===== config.mk =====
export PLATFORM = sky130hd
export DESIGN_NAME = dmem_arbiter
export DESIGN_NICKNAME = d
export VERILOG_FILES = /design/src/rtl/controls.sv /design/src/rtl/dmem_arbiter_pkg.sv /design/src/rtl/dmem_align_check.sv /design/src/rtl/dmem_arbiter.sv
export SDC_FILE = /design/constraint.sdc
export NUM_CORES = 1
export LEC_CHECK = 0
export CAP_MARGIN = 0
export CORE_AREA = 2 2 122 124
export DETAILED_ROUTE_END_ITERATION = 16
export DIE_AREA = 0 0 124 126
export PLACE_DENSITY = 0.73
export SLEW_MARGIN = 5
export SYNTH_ARGS = -nofsm -noshare
export SYNTH_HDL_FRONTEND = slang
export SYNTH_SLANG_ARGS = --single-unit

===== constraint.sdc =====
create_clock -name clk -period 1.9 [get_ports clk]
set_input_delay 0.19 -clock clk [delete_from_list [all_inputs] [get_ports clk]]
set_output_delay 0.19 -clock clk [all_outputs]
set_load 0.005 [all_outputs]

===== src/rtl/controls.sv =====
// Shared control encodings for the load/store path.
// Width codes consumed by the data memory controller.
package controls;
    localparam logic [1:0] LS_BYTE = 2'b00;
    localparam logic [1:0] LS_HALF = 2'b01;
    localparam logic [1:0] LS_WORD = 2'b10;
endpackage


===== src/rtl/dmem_arbiter_pkg.sv =====
// Types shared by the data-memory arbiter and its bench.
// Arbiter FSM states and access owner tags.
package dmem_arbiter_pkg;
    typedef enum logic {
        CORE_PRI,
        DBG_FORCE
    } arb_state_t;

    typedef enum logic {
        OWN_CORE,
        OWN_DBG
    } owner_t;
endpackage


===== src/rtl/dmem_align_check.sv =====
// Flags a load/store whose address is not aligned to its width.
// Bytes are always aligned.
module dmem_align_check
    import controls::*;
(
    input  logic [1:0] addr_i,
    input  logic [1:0] ls_type_i,
    output logic       misaligned_o
);
    always_comb begin
        misaligned_o = 1'b0;
        unique case (1'b1)
            (ls_type_i == LS_HALF): misaligned_o = addr_i[0];
            (ls_type_i == LS_WORD): misaligned_o = |addr_i;
            default:                misaligned_o = 1'b0;
        endcase
    end
endmodule


===== src/rtl/dmem_arbiter.sv =====
// Core/debug arbiter in front of the data memory controller.
// Core has priority; a starved debug port is forced through once.
module dmem_arbiter
    import dmem_arbiter_pkg::*;
#(
    parameter int ADDR_WIDTH   = 32,
    parameter int DATA_WIDTH   = 32,
    parameter int STARVE_LIMIT = 4
) (
    input  logic                  clk,
    input  logic                  rstn,
    input  logic                  c_req,
    input  logic                  c_we,
    input  logic [ADDR_WIDTH-1:0] c_addr,
    input  logic [DATA_WIDTH-1:0] c_wdata,
    input  logic [1:0]            c_ls_type,
    input  logic                  c_unsigned,
    output logic                  c_gnt,
    output logic                  c_rvalid,
    output logic [DATA_WIDTH-1:0] c_rdata,
    output logic                  c_err,
    input  logic                  d_req,
    input  logic                  d_we,
    input  logic [ADDR_WIDTH-1:0] d_addr,
    input  logic [DATA_WIDTH-1:0] d_wdata,
    input  logic [1:0]            d_ls_type,
    input  logic                  d_unsigned,
    output logic                  d_gnt,
    output logic                  d_rvalid,
    output logic [DATA_WIDTH-1:0] d_rdata,
    output logic                  d_err,
    output logic                  core_stall,
    output logic [ADDR_WIDTH-1:0] mem_addr,
    output logic [DATA_WIDTH-1:0] mem_write_data,
    output logic                  mem_read,
    output logic                  mem_write,
    output logic [1:0]            load_store_type,
    output logic                  load_unsigned,
    input  logic [DATA_WIDTH-1:0] mem_read_data
);
    localparam int CW = $clog2(STARVE_LIMIT + 1);
    localparam logic [CW-1:0] LIMIT = CW'(STARVE_LIMIT);

    arb_state_t state_q, state_d;
    logic [CW-1:0] cnt_q, cnt_d;

    logic c_mis, d_mis;
    logic acc_ok, acc_mis;
    logic acc_we;

    logic [ADDR_WIDTH-1:0] addr_q, addr_d;
    logic [DATA_WIDTH-1:0] wdata_q, wdata_d;
    logic [1:0]            ls_q, ls_d;
    logic                  uns_q, uns_d;
    logic                  rd_q, wr_q;
    owner_t                own_q, own_d;
    logic                  c_err_q, d_err_q;
    logic                  c_rv_q, d_rv_q;

    dmem_align_check u_c_align (
        .addr_i      (c_addr[1:0]),
        .ls_type_i   (c_ls_type),
        .misaligned_o(c_mis)
    );

    dmem_align_check u_d_align (
        .addr_i      (d_addr[1:0]),
        .ls_type_i   (d_ls_type),
        .misaligned_o(d_mis)
    );

    always_comb begin
        c_gnt = 1'b0;
        d_gnt = 1'b0;
        if (rstn) begin
            if (state_q == DBG_FORCE) begin
                d_gnt = d_req;
                c_gnt = c_req & ~d_req;
            end else begin
                c_gnt = c_req;
                d_gnt = d_req & ~c_req;
            end
        end
    end

    always_comb begin
        state_d = state_q;
        cnt_d   = cnt_q;
        if (!d_req || d_gnt) begin
            cnt_d = '0;
        end else if (cnt_q != LIMIT) begin
            cnt_d = cnt_q + 1'b1;
        end
        unique case (state_q)
            CORE_PRI:  if (cnt_d == LIMIT) state_d = DBG_FORCE;
            DBG_FORCE: if (!d_req || d_gnt) state_d = CORE_PRI;
            default:   state_d = CORE_PRI;
        endcase
    end

    // The single granted request is steered onto the shared path.
    always_comb begin
        own_d   = d_gnt ? OWN_DBG : OWN_CORE;
        acc_we  = d_gnt ? d_we : c_we;
        acc_mis = d_gnt ? d_mis : c_mis;
        addr_d  = d_gnt ? d_addr : c_addr;
        wdata_d = d_gnt ? d_wdata : c_wdata;
        ls_d    = d_gnt ? d_ls_type : c_ls_type;
        uns_d   = d_gnt ? d_unsigned : c_unsigned;
        acc_ok  = (c_gnt | d_gnt) & ~acc_mis;
    end

    always_ff @(posedge clk) begin
        if (!rstn) begin
            state_q <= CORE_PRI;
            cnt_q   <= '0;
            addr_q  <= '0;
            wdata_q <= '0;
            ls_q    <= '0;
            uns_q   <= 1'b0;
            rd_q    <= 1'b0;
            wr_q    <= 1'b0;
            own_q   <= OWN_CORE;
            c_err_q <= 1'b0;
            d_err_q <= 1'b0;
            c_rv_q  <= 1'b0;
            d_rv_q  <= 1'b0;
        end else begin
            state_q <= state_d;
            cnt_q   <= cnt_d;
            if (acc_ok) begin
                addr_q  <= addr_d;
                wdata_q <= wdata_d;
                ls_q    <= ls_d;
                uns_q   <= uns_d;
            end
            rd_q    <= acc_ok & ~acc_we;
            wr_q    <= acc_ok & acc_we;
            own_q   <= own_d;
            c_err_q <= c_gnt & c_mis;
            d_err_q <= d_gnt & d_mis;
            c_rv_q  <= rd_q & (own_q == OWN_CORE);
            d_rv_q  <= rd_q & (own_q == OWN_DBG);
        end
    end

    // Registered outputs are masked so nothing leaks out while in reset.
    assign mem_read        = rd_q & rstn;
    assign mem_write       = wr_q & rstn;
    assign mem_addr        = rstn ? addr_q : '0;
    assign mem_write_data  = rstn ? wdata_q : '0;
    assign load_store_type = rstn ? ls_q : '0;
    assign load_unsigned   = uns_q & rstn;

    assign c_err    = c_err_q & rstn;
    assign d_err    = d_err_q & rstn;
    assign c_rvalid = c_rv_q & rstn;
    assign d_rvalid = d_rv_q & rstn;
    assign c_rdata  = c_rvalid ? mem_read_data : '0;
    assign d_rdata  = d_rvalid ? mem_read_data : '0;

    assign core_stall = (c_req & ~c_gnt)
                      | (mem_read & (own_q == OWN_CORE));
endmodule


# == Word-level counts from Yosys, hierarchy flattened ==
# Cells that the tools add are included.
# classes
add_sub_neg,1
n_reduce_logical,4
n_bitwise,27
n_eq_ne,6
muxes,23
# ops
cell,n
32-bit two-way mux,6
1-bit AND,18
1-bit two-way mux,10
1-bit inverter,7
3-bit two-way mux,2
1-bit case mux with 2 select lines,3
2-bit by 1-bit == test with 1-bit output (second input constant),2
2-bit == test (second input constant),2
2-bit two-way mux,2
2-bit OR reduction,2
3-bit by 1-bit adder with 3-bit output (second input constant),1
3-bit == test (second input constant),1
3-bit != test (second input constant),1
1-bit bitwise OR,2
1-bit logical NOT,1
1-bit logical OR,1
# word_totals
reg_bits,78
output_inout_bits,140
input_bits,172

# == Longest topological paths before layout ==
# depth
depth_word,9
ltp_mapped,8
depth_no_buf,6

# == Cells and area by module ==
# From an unflattened synthesis, not the netlist that was laid out.
# unflattened
hier_cells,509
hier_area_um2,4241.6
# by_module_without_submodules
mod,cells_per_inst,area_per_inst_um2,n_inst
dmem_arbiter,495,4149.0,1
dmem_align_check,7,46.3,2

# == Worst setup path before layout ==
# OpenSTA, ideal clock, no wires.
# synth_path
path_kind,input port to flip-flop
start,in d_ls_type[0]
end,reg addr_q[10]
path_stages,7
t_arrival_ps,1501
setup_slack_ps,275
path_cell_list,inv_1 ha_1 a21oi_1 o22ai_1 buf_4 buf_4 mux2_1
# synth_between
elab_chain_cells,5
# synth_lines
element,line,source
start: declaration,dmem_arbiter.sv:26,"input logic [1:0] d_ls_type,"
2-bit == test or 2-bit by 1-bit == test with 1-bit output (tied branches),"dmem_align_check.sv:14, dmem_align_check.sv:13",
1-bit case mux with 2 select lines (*),dmem_align_check.sv:12,unique case (1'b1)
1-bit two-way mux (*),dmem_arbiter.sv:105,acc_mis = d_gnt ? d_mis : c_mis;
1-bit inverter (*),dmem_arbiter.sv:110,acc_ok = (c_gnt | d_gnt) & ~acc_mis;
1-bit AND (*),dmem_arbiter.sv:110,
end signal: assignment,dmem_arbiter.sv:132,addr_q <= addr_d;
end: declaration,dmem_arbiter.sv:51,"logic [ADDR_WIDTH-1:0] addr_q, addr_d;"
# Mark *: on every way between the ends. The rest lies on a longest branch, timed or not.
# A chain may end at the register's enable or synchronous reset.

# == Final worst setup path ==
# layout_path
start,in rstn
end,out core_stall
# layout_between
elab_chain_cells,4
# layout_lines
element,line,source
start: declaration,dmem_arbiter.sv:11,"input logic rstn,"
1-bit two-way mux,dmem_arbiter.sv:75,if (rstn) begin
1-bit inverter,dmem_arbiter.sv:162,assign core_stall = (c_req & ~c_gnt)
1-bit AND,dmem_arbiter.sv:162,
1-bit bitwise OR (*),dmem_arbiter.sv:163,| (mem_read & (own_q == OWN_CORE));
end: declaration,dmem_arbiter.sv:32,"output logic core_stall,"
# Marked as above.

==> results.toml <==
[outcome]
outcome = "completed"

[yosys]
synthSimpleGateAreaFrac = 0.2193
synthMuxAreaShare = 0.3425
synth_edf_count = 0
synth_fa_ha_area_frac = 0.01707
synth-main-ff-cell = "dfxtp_1"
ys_top_cells_by_area = "dfxtp_1, mux2_2, and2_1, and3_1, mux2_1"
syn-cell-area_um2 = 4398
synth_top_family_by_area = "multiplexers"
ys_types = 28
ys_seq_elements = 78
synth_nets = 613
synth-compound-area-share = 0.01735
yosysWarnings = 0
synth_top_area_frac = 0.3550
async_flop_share = 0
syn_inst = 435
ys_seq_area_frac = 0.3550
syn-mean-instance-area_um2 = 10.11
yosys.area_share.xor_xnor = 0.001991
yosysTopAreaCell = "dfxtp_1"

[setup_path]
worstRegToRegCells = 7
arrival_ns = 1.62
crit_path_end_kind = "output pin"
critical_path_required_ns = 1.71
ff2ff_setup_slack_ns = 0.13
crit_type = "in2out"
critPathLaunchType = "input port"
cp_max_fo = 32
timing.rr.end = "addr_q[6]$_SDFFE_PN0P_"
r2r_start = "state_q$_SDFF_PN0_"
setup.worst_path.start = "rstn"

[global_route]
grt_pass1_vias = 4421
grt_usage = 0.1829
grt_max_degree = 65
grt_pass1_wl_um = 22180
antenna_found_initial = 1
grt_use_met3 = 0.06476
top_usage_layer = "met2"
use_met1 = 0.1797
grt_overflow = 0
grtUsageMet2 = 0.3520

[route]
drt_iter0_markers = 115
vias_per_cell = 4.690
ant_nets = 0
vias = 4413
dr.pass1.iters = 4
drc_errors = 0
wl_per_cell_um = 16.35
finalWirelength_um = 15390

[placed_design]
dpl.hpwl_um = 11540
port_buffers = 311
dp.cells = 914
gp_congestion = 0.7422
placed_cell_area_um2 = 7799

[clocking]
cts_buffer_depth = 2
cts_root_buf = "clkbuf_16"
cts_tree = "yes"
postCtsHoldBufs = 0
cts_buffers = 9
clock_latency_ns = 0.33
cts_sinks = 78
clk_pin_slew_ns = 0.06
htreeDepth = 3

[die]
initial_utilization = 0.3073
die_area_um2 = 15620
fp.dieH_um = 126
io-pin-count = 312
fp-row-count = 44
die_w_um = 124
fp.coreArea_um2 = 14310

[worst_hold_path]
hp-class = "in2reg"
hold_start = "d_req"
holdPathEnd = "cnt_q[0]$_SDFF_PN0_"
whs_path_depth = 3

[power_and_ir_drop]
p_per_area_nw_per_um2 = 596.6
vdd_drop_max_mv = 0.3398
p_leak_nw = 3.582

[sta]
tns_ns = 0
worst_pin_slew_ns = 0.3499
fmaxAchievable_ghz = 0.5532
whs_ns = 0.4401
rsz0062_at_grt = "true"
min_period_ns = 1.808
slew_viol_final = 0
period_share = 0.9513
finalHoldViolCount = 0
clock_skew_ns = 0.004625
setup-violations-final = 0
relSlewSlack = 0.7667

[cells_and_area]
synthToLayoutAreaGrowth_pct = 88.85
final_cells = 941
final_core_util = 0.5802
fin_nets = 929
final_layout_size_suffix_gt1_frac = 0.2090
final_area_um2 = 8305
final_cell_mix = "clkdlybuf4s50_1, mux2_2, dfxtp_1"
layout_commonest_cell = "clkdlybuf4s50_1"
fill_cells = 1228

[flow_run]
max_cap_viol_count = 0
-- critical path, cell delays in order --
cell             delay, ns
buf_2                 0.30
buf_12                0.22
nand2_1               0.08
nor2_1                0.18
a21o_1                0.12
clkdlybuf4s50_1       0.51
-- sequential cells by signal, summed over array words and instances (netlist names), 2 cells and up --
register / flops
cnt_q: 3
ls_q: 2
wdata_q: 32
addr_q: 32
-- power breakdown --
part           internal (mW)  switching [mW]
combinational          0.858           0.419
sequential              1.81          0.0322
clock                   1.15           0.687
total                   3.82            1.14
-- cell families (layout without fill, tap and decap cells) --
kind of cell | after synthesis | in the layout
AO/OA/AOI/OAI | 10 | 10
AND/OR/NAND/NOR | 159 | 159
multiplexers | 134 | 134
other | 0 | 1
adder cells (fa/ha/maj) | 6 | 6
flip-flops | 78 | 78
buffers and inverters | 47 | 368
XOR/XNOR | 1 | 1
-- per-stage QoR --
| step | setup slack (ns) | power, mW |
|---|---|---|
| after floorplan | 0.2752 | 2.353 |
| after global routing | -0.007783 | 5.192 |
| after detailed placement | -0.2705 | 3.091 |
| final | 0.09244 | 4.955 |
| after CTS | 0.02048 | 4.974 |
| after global placement | -0.2418 | 3.057 |
-- area by class of cell --
cell class                      count  area (um2)  share of cell area
Timing Repair Buffer              341        3482              0.4193
Multi-Input combinational cell    310        2664              0.3207
Sequential cell                    78        1563              0.1882
Tap cell                          184       230.2             0.02772
Clock buffer                        9       225.2             0.02712
Clock inverter                      7       97.59             0.01175
Inverter                           11       41.29            0.004971
Antenna cell                        1       2.502           0.0003013
-- how the worst max path moves through the flow --
stage                              end
3_3_place_gp   wdata_q[6]$_SDFFE_PN0P_
6_report                    core_stall
2_1_floorplan  addr_q[10]$_SDFFE_PN0P_
3_5_place_dp    addr_q[9]$_SDFFE_PN0P_
5_1_grt                     core_stall
4_1_cts                     core_stall
-- layer usage --
| metal | up-vias | share of wire |
|---|---|---|
| li1 | 2138 | - |
| met1 | 2061 | 0.36 |
| met2 | 193 | 0.53 |
| met3 | 21 | 0.099 |
| met4 | 0 | 0.017 |
| met5 | - | 0 |
-- timing repair --
action                                  4_1_cts  5_1_grt
buffers inserted                              2        3
pin swaps                                     1        1
gates resized for setup                       3        8
endpoints found under the setup margin        3       53
gates cloned                                  1        4
-- cell usage after synthesis, types with 3 or more instances --
cell type,count
ha_1,6
mux2_2,102
mux2_1,30
o21ai_0,3
nand2_1,7
inv_1,10
nor2_1,6
buf_4,4
and3_1,66
and2_1,74
dfxtp_1,78
buf_2,11
clkbuf_1,21
(Power assumes the default switching activity.)
